==> config.mk <==
export PLATFORM = sky130hd
export DESIGN_NAME = imm_encoder
export DESIGN_NICKNAME = d
export VERILOG_FILES = /design/src/rtl/riscv_imm_pkg.sv /design/src/rtl/imm_pack.sv /design/src/rtl/imm_encoder.sv
export SDC_FILE = /design/constraint.sdc
export NUM_CORES = 1
export LEC_CHECK = 0
export ABC_AREA = 1
export ABC_CLOCK_PERIOD_IN_PS = 2500
export CORE_MARGIN = 2
export CORE_UTILIZATION = 56
export CTS_BUF_LIST = sky130_fd_sc_hd__clkbuf_8
export CTS_CLUSTER_DIAMETER = 30
export DETAILED_ROUTE_END_ITERATION = 12
export PLACE_DENSITY = 0.93
export RECOVER_POWER = 50
export SYNTH_ARGS = -nofsm -noshare
export SYNTH_HDL_FRONTEND = slang
export SYNTH_SLANG_ARGS = --single-unit
==> constraint.sdc <==
create_clock -name clk -period 2.5 [get_ports clk]
set_input_delay 0.5 -clock clk [delete_from_list [all_inputs] [get_ports clk]]
set_output_delay 0.5 -clock clk [all_outputs]
set_load 0.02 [all_outputs]
==> src/rtl/riscv_imm_pkg.sv <==
// Shared constants and types for the immediate encoder: format codes, the two
// opcodes used by li expansion, and the FSM state type.
package riscv_imm_pkg;

  localparam logic [2:0] IMM_I = 3'b000;
  localparam logic [2:0] IMM_S = 3'b001;
  localparam logic [2:0] IMM_B = 3'b010;
  localparam logic [2:0] IMM_J = 3'b011;
  localparam logic [2:0] IMM_U = 3'b100;

  localparam logic [6:0] OP_LUI   = 7'b0110111;
  localparam logic [6:0] OP_OPIMM = 7'b0010011;

  typedef enum logic {
    ST_IDLE,
    ST_SECOND
  } state_e;

  function automatic logic [31:0] sext12(input logic [11:0] v);
    return {{20{v[11]}}, v};
  endfunction

endpackage

==> src/rtl/imm_pack.sv <==
// Combinational RISC-V format packer: scatters the immediate into its format
// slots and flags immediates the format cannot represent.
module imm_pack
  import riscv_imm_pkg::*;
(
  input  logic [2:0]  imm_src,
  input  logic [6:0]  opcode,
  input  logic [2:0]  funct3,
  input  logic [4:0]  rd,
  input  logic [4:0]  rs1,
  input  logic [4:0]  rs2,
  input  logic [31:0] imm,
  output logic [31:0] instr,
  output logic        err
);

  always_comb begin
    instr = '0;
    err   = 1'b0;
    case (imm_src)
      IMM_I: begin
        instr = {imm[11:0], rs1, funct3, rd, opcode};
        err   = (imm[31:11] != {21{imm[11]}});
      end
      IMM_S: begin
        instr = {imm[11:5], rs2, rs1, funct3, imm[4:0], opcode};
        err   = (imm[31:11] != {21{imm[11]}});
      end
      IMM_B: begin
        instr = {imm[12], imm[10:5], rs2, rs1, funct3, imm[4:1], imm[11], opcode};
        err   = imm[0] || (imm[31:12] != {20{imm[12]}});
      end
      IMM_J: begin
        instr = {imm[20], imm[10:1], imm[11], imm[19:12], rd, opcode};
        err   = imm[0] || (imm[31:20] != {12{imm[20]}});
      end
      IMM_U: begin
        instr = {imm[31:12], rd, opcode};
        err   = (imm[11:0] != 12'd0);
      end
      default: begin
        // Reserved format codes: emit a zero word so nothing half-valid escapes.
        instr = '0;
        err   = 1'b1;
      end
    endcase
  end

endmodule

==> src/rtl/imm_encoder.sv <==
// Immediate encoder with li expansion: packs one instruction per request, or a
// LUI/ADDI pair for li, onto a valid/ready output stream.
module imm_encoder
  import riscv_imm_pkg::*;
(
  input  logic        clk,
  input  logic        reset,
  input  logic        req_valid,
  output logic        req_ready,
  input  logic        req_li,
  input  logic [2:0]  req_immSrc,
  input  logic [6:0]  req_opcode,
  input  logic [2:0]  req_funct3,
  input  logic [6:0]  req_funct7,
  input  logic [4:0]  req_rd,
  input  logic [4:0]  req_rs1,
  input  logic [4:0]  req_rs2,
  input  logic [31:0] req_imm,
  output logic        out_valid,
  input  logic        out_ready,
  output logic [31:0] out_instr,
  output logic        out_last,
  output logic        out_err
);

  state_e      state_q, state_d;
  logic        valid_q, valid_d;
  logic [31:0] instr_q, instr_d;
  logic        last_q, last_d;
  logic        err_q, err_d;
  logic [31:0] addi_q, addi_d;

  logic        fits12;
  logic [19:0] hi;
  logic        two_beat;
  logic        accept;

  logic [2:0]  p_src;
  logic [6:0]  p_opcode;
  logic [2:0]  p_funct3;
  logic [4:0]  p_rs1;
  logic [4:0]  p_rs2;
  logic [31:0] p_imm;
  logic [31:0] p_instr;
  logic        p_err;
  logic [31:0] addi_instr;
  logic        addi_err_unused;
  logic        unused_bits;

  assign fits12   = (req_imm[31:11] == {21{req_imm[11]}});
  // Rounding up by imm[11] compensates for the ADDI sign-extending its low 12 bits.
  assign hi       = req_imm[31:12] + {19'd0, req_imm[11]};
  assign two_beat = req_li && !fits12 && (req_imm[11:0] != 12'd0);

  assign p_src    = req_li ? (fits12 ? IMM_I : IMM_U) : req_immSrc;
  assign p_opcode = req_li ? (fits12 ? OP_OPIMM : OP_LUI) : req_opcode;
  assign p_funct3 = req_li ? 3'd0 : req_funct3;
  assign p_rs1    = req_li ? 5'd0 : req_rs1;
  assign p_rs2    = req_li ? 5'd0 : req_rs2;
  assign p_imm    = req_li ? (fits12 ? req_imm : {hi, 12'd0}) : req_imm;

  imm_pack u_req_pack (
    .imm_src (p_src),
    .opcode  (p_opcode),
    .funct3  (p_funct3),
    .rd      (req_rd),
    .rs1     (p_rs1),
    .rs2     (p_rs2),
    .imm     (p_imm),
    .instr   (p_instr),
    .err     (p_err)
  );

  imm_pack u_addi_pack (
    .imm_src (IMM_I),
    .opcode  (OP_OPIMM),
    .funct3  (3'd0),
    .rd      (req_rd),
    .rs1     (req_rd),
    .rs2     (5'd0),
    .imm     (sext12(req_imm[11:0])),
    .instr   (addi_instr),
    .err     (addi_err_unused)
  );

  assign unused_bits = ^{req_funct7, addi_err_unused};

  assign req_ready = !reset && (state_q == ST_IDLE) && (!valid_q || out_ready);
  assign accept    = req_valid && req_ready;

  always_comb begin
    state_d = state_q;
    valid_d = valid_q;
    instr_d = instr_q;
    last_d  = last_q;
    err_d   = err_q;
    addi_d  = addi_q;
    case (state_q)
      ST_IDLE: begin
        if (accept) begin
          valid_d = 1'b1;
          instr_d = p_instr;
          last_d  = !two_beat;
          err_d   = req_li ? 1'b0 : p_err;
          if (two_beat) begin
            state_d = ST_SECOND;
            addi_d  = addi_instr;
          end
        end else if (out_ready) begin
          valid_d = 1'b0;
        end
      end
      ST_SECOND: begin
        if (out_ready) begin
          valid_d = 1'b1;
          instr_d = addi_q;
          last_d  = 1'b1;
          err_d   = 1'b0;
          state_d = ST_IDLE;
        end
      end
      default: state_d = ST_IDLE;
    endcase
  end

  always_ff @(posedge clk or posedge reset) begin
    if (reset) begin
      state_q <= ST_IDLE;
      valid_q <= 1'b0;
      instr_q <= '0;
      last_q  <= 1'b0;
      err_q   <= 1'b0;
      addi_q  <= '0;
    end else begin
      state_q <= state_d;
      valid_q <= valid_d;
      instr_q <= instr_d;
      last_q  <= last_d;
      err_q   <= err_d;
      addi_q  <= addi_d;
    end
  end

  assign out_valid = valid_q;
  assign out_instr = instr_q;
  assign out_last  = last_q;
  assign out_err   = err_q;

endmodule

==> results of run 1 <==
logic make-up after synthesis:
group | Yosys count | share of synthesized area [%]
AND/OR/NAND/NOR | 468 | 44.38
flip-flops | 54 | 29.69
XOR/XNOR | 5 | 0.9623
multiplexers | 1 | 0.2474
adder cells (fa/ha/maj) | 2 | 0.5498
AO/OA/AOI/OAI | 114 | 13.58
buffers and inverters | 108 | 10.59
metrics by stage:
| stage | util [%] | std cells | hold WS (ns) | area, um2 |
|---|---|---|---|---|
| floorplan | - | 752 | 0.4349 | 4558 |
| global placement | 83.19 | 1055 | 0.4465 | 6495 |
| detailed placement | 83.19 | 1055 | 0.4674 | 6495 |
| CTS | 90.42 | 1088 | 0.4903 | 7059 |
cell usage after synthesis, drive strengths merged:
cell type,count
ha,2
nor4,4
nor2,101
nand2,275
clkbuf,10
o21ai,48
inv,77
clkinv,5
mux2,1
buf,16
a21oi,49
nand4,21
xor2,5
nor3,6
o211ai,2
dfrtp,54
o22ai,7
o2111ai,1
nand3,61
a22oi,5
a32o,2
repair_timing:
| action | in CTS |
|---|---|
| setup buffers | 22 |
| pin swaps | 38 |
| resized for setup | 93 |
| gates cloned | 4 |
| endpoints found under the setup margin | 44 |
==> run summary, run 1 <==
outcome - stopped before the end
Stop stage - global routing (5_1_grt)
Error - [ERROR DPL-0038] Utilization greater than 100%, impossible to legalize
Die W - 94.15 um
largest net degree at the start of global routing - 32
largest cells by area after synthesis - dfrtp_1 30%, nand2_1 21%, nor2_1 8.1%
WEP type - register data pin
Distinct cells, synth - 36
I/O pins - 108
post-synth top area share - 29.69%
GP Congestion - 1.066
Die Y - 94.15 um
Synth Register Bits - 54
Initial Utilization - 58.29%
Ys Warns - 0
Syn Nets - 826
synthesized netlist cell count - 752
CTS root buffer - clkbuf_8
DP Worst Slack - -0.8402 ns
Synth Cell Area - 4551 um2
Mean Syn Cell Area - 6.051 um2
GRT worst endpoint - out_err$_DFFE_PP0P_/D
Synth area leader - dfrtp_1
H-tree levels - 2
sequential share of the synthesized area - 29.69%
row cnt - 32
Port Buf Inserts - 100
Max Root-Sink Buffers - 2
HPWL after DPL - 14100 um
cts bufs inserted - 5
clock sink count - 54
# hold bufs at CTS - 0
==> run 2: changes to the inputs <==
--- a/config.mk
+++ b/config.mk
@@ -8,11 +8,9 @@
 export ABC_AREA = 1
 export ABC_CLOCK_PERIOD_IN_PS = 2500
 export CORE_MARGIN = 2
-export CORE_UTILIZATION = 56
-export CTS_BUF_LIST = sky130_fd_sc_hd__clkbuf_8
-export CTS_CLUSTER_DIAMETER = 30
+export CORE_UTILIZATION = 40
 export DETAILED_ROUTE_END_ITERATION = 12
-export PLACE_DENSITY = 0.93
+export PLACE_DENSITY_LB_ADDON = 0.15
 export RECOVER_POWER = 50
 export SYNTH_ARGS = -nofsm -noshare
 export SYNTH_HDL_FRONTEND = slang
==> run 2 against run 1 <==
Compared with the run above:
- the flow now finishes, with violations (negative setup slack)
- synthesized area did not move
- synthesized cell count did not move
==> run summary, run 2 <==
HPWL after DPL - 13290 um (-5.7%)
commonest non-fill, non-tap cells in the layout - 235 x nand2_1, 150 x buf_4, 90 x nor2_1, 63 x inv_1, 62 x clkdlybuf4s50_1
drc violations - 0
global route overflow - 0
worst r2r src - state_q$_DFF_PP0_
clock sink count - 54 (unchanged)
cts bufs inserted - 5 (unchanged)
Syn Nets - 826 (unchanged)
worst rel slew slack - 11.07%
Synth area leader - dfrtp_1
Die Y - 110.7 um (+18%)
Fmax - 0.3862 GHz
Initial Utilization - 41.43% (-17 points)
cell leakage power - 3.665 nW
area of the core - 10980 um2
main flop type after synthesis - dfrtp_1
Vias - 6030
Period minus WS final - 2.589 ns
top-count cell post-synth - nand2_1
failing checks - negative setup slack
I/O pins - 108 (unchanged)
Max Root-Sink Buffers - 2 (unchanged)
Reg area - 1351 um2
number of iterations in the first detailed-routing pass - 5
layout cells sized above 1 - 27.43%
CTS root buffer - clkbuf_16
final worst-path cycle share - 103.6%
most common cell after layout, fill and taps aside - nand2_1
multi-input logic area - 2957 um2
crit path launch - req_imm[20]
register-to-register setup slack - 0.77 ns
RSZ-0062 raised after global routing - yes
Avg WL per Cell - 15.64 um
Worst Path Arrival - 2.79 ns
Port Buf Inserts - 100 (unchanged)
Routed WL - 17810 um
GP Congestion - 0.9661 (-9.4%)
area delta synth->final - 61.37%
CP required - 2.70 ns
clk_lat worst skew - 0.31 ns
initial antenna violation count - 0
Synth Register Bits - 54 (unchanged)
vias in the first global route - 5856
sequential share of the synthesized area - 29.69% (unchanged)
Setup crit end - out_err$_DFFE_PP0P_
largest cells by area after synthesis - dfrtp_1 30%, nand2_1 21%, nor2_1 8.1%
crit start category - input port
Max IR drop VDD - 0.5900 mV
Worst-path clk slew - 0.07 ns
setup violators final - 1
worst-path maximum fanout - 8
worst reg2reg path depth - 9
Total Die Area - 12250 um2
Distinct cells, synth - 36 (unchanged)
Antenna Nets Post-Route - 0
first-pass GRT wire length - 28410 um
H-tree levels - 2 (unchanged)
crit path kind - input port to register
initial DRC count - 493
clock skew - 0.002927 ns
post-synth top area share - 29.69% (unchanged)
max reg flops - 32
Worst-Margin Slew - 1.334 ns
row cnt - 38 (+19%)
Async S/R FF share, synth - 100.0% (unchanged)
critical hold path startpoint - addi_q[4]$_DFFE_PP0P_
vias per cell - 5.294
FILL cells - 962
Synth Cell Area - 4551 um2 (unchanged)
type of the most critical hold path - register to register
FF-to-FF End - out_instr[4]$_DFFE_PP0P_
WHS - 0.4872 ns
CTS tree - done
setup ws final - -0.08927 ns
ant diodes - 0
Mean Syn Cell Area - 6.051 um2 (unchanged)
outcome - finished with violations
total global-route track usage - 28.54%
largest net degree at the start of global routing - 55
power per cell area - 494.2 nW/um2
Final #Nets - 1072
Die W - 110.7 um (+18%)
synthesized netlist cell count - 752 (unchanged)
Ys Warns - 0 (unchanged)
final hold vios - 0
max-slew violation count - 0
EDFF count, synth - 0 (unchanged)
Total Power - 3.629 mW
max-cap violations - 0
crit end category - register
Post-synth top cells - 254 x nand2_1, 98 x nor2_1, 71 x inv_1, 58 x nand3_1, 54 x dfrtp_1
run 2: cell counts after synthesis:
No cell type changed its count.
run 2: area by class of cell:
cell class	count	area share, %
clock inverters	2	0.5282
clock buffers	6	1.891
inverters	82	4.345
multi-input cells	590	40.26
repair buffers	265	32.19
flip-flops and latches	54	18.40
well taps	140	2.385
run 2: cells by family (layout without fill, tap and decap cells):
logic type,Yosys count,in the layout,synth area share [%]
buffers and inverters,108,355,10.59
muxes,1,1,0.2474
xor gates and xnor gates,5,5,0.9623
DFF,54,54,29.69
and+or+nand+nor,468,468,44.38
adders and majority gates,2,2,0.5498
AOI/OAI and AO/OA,114,114,13.58
run 2: stage by stage:
| stage | util (%) | worst slack (ns) | instance area, um2 | setup TNS, ns | cells |
|---|---|---|---|---|---|
| 6_report | 66.86 | -0.08927 | 7343 | -0.08927 | 1139 |
| 5_1_grt | 66.86 | -0.3103 | 7343 | -0.3422 | 1139 |
| 4_1_cts | 65.77 | -0.04790 | 7223 | -0.04790 | 1135 |
| 2_1_floorplan | - | 0.02418 | 4558 | 0 | 752 |
| 3_3_place_gp | 60.96 | -0.8040 | 6695 | -20.69 | 1105 |
| 3_5_place_dp | 60.96 | -0.8491 | 6695 | -23.57 | 1105 |
run 2: how the worst min path moves through the flow:
| stage | endpoint | slack [ns] | depth (start not counted) |
|---|---|---|---|
| 2_1_floorplan | addi_q[4]$_DFFE_PP0P_ | 0.43 | 2 |
| 3_3_place_gp | addi_q[4]$_DFFE_PP0P_ | 0.45 | 2 |
| 3_5_place_dp | addi_q[4]$_DFFE_PP0P_ | 0.47 | 2 |
| 4_1_cts | addi_q[4]$_DFFE_PP0P_ | 0.49 | 2 |
| 5_1_grt | addi_q[4]$_DFFE_PP0P_ | 0.51 | 2 |
| 6_report | addi_q[4]$_DFFE_PP0P_ | 0.49 | 2 |
run 2: routing by layer:
metal | vias to the layer above | routed length, um | global-route usage [%]
li1 | 2925 | - | -
met1 | 2782 | 7712 | 37.06
met2 | 288 | 8479 | 48.06
met3 | 35 | 1182 | 5.194
met4 | 0 | 439 | 9.333
met5 | - | 0 | 0
run 2: worst max-delay path: stages:
cell and delay (ns):
clkdlybuf4s15_2 0.25, nand2_2 0.08, nor2_2 0.14, nand3_1 0.14, nand2_4 0.12, nand3_4 0.17, buf_12 0.20, buf_6 0.13
nand4_1 0.11, nand2_2 0.11, nand2_1 0.07, nand2_1 0.05, nor2_1 0.11, nand2_1 0.08, nor2_2 0.14, nand3_1 0.12
a21oi_2 0.14, nand2_1 0.06, nand2_1 0.05, nand2_1 0.05
run 2: what timing repair did:
action / CTS / global route
resized for setup: 72 / 61
buffers inserted: 20 / 5
hold buffers: 0 / 0
pin swaps: 30 / 25
cloned: 2 / 0
endpoints found under the setup margin: 34 / 28
run 2: power breakdown:
group / switching [mW] / internal [mW] / leakage (nW) / total [mW]
Sequential: 0.121 / 1.09 / 0.650 / 1.22
Combinational: 0.856 / 0.709 / 2.93 / 1.56
Clock: 0.345 / 0.504 / 0.0875 / 0.849
No activity file was read; power rests on OpenSTA's default activity.
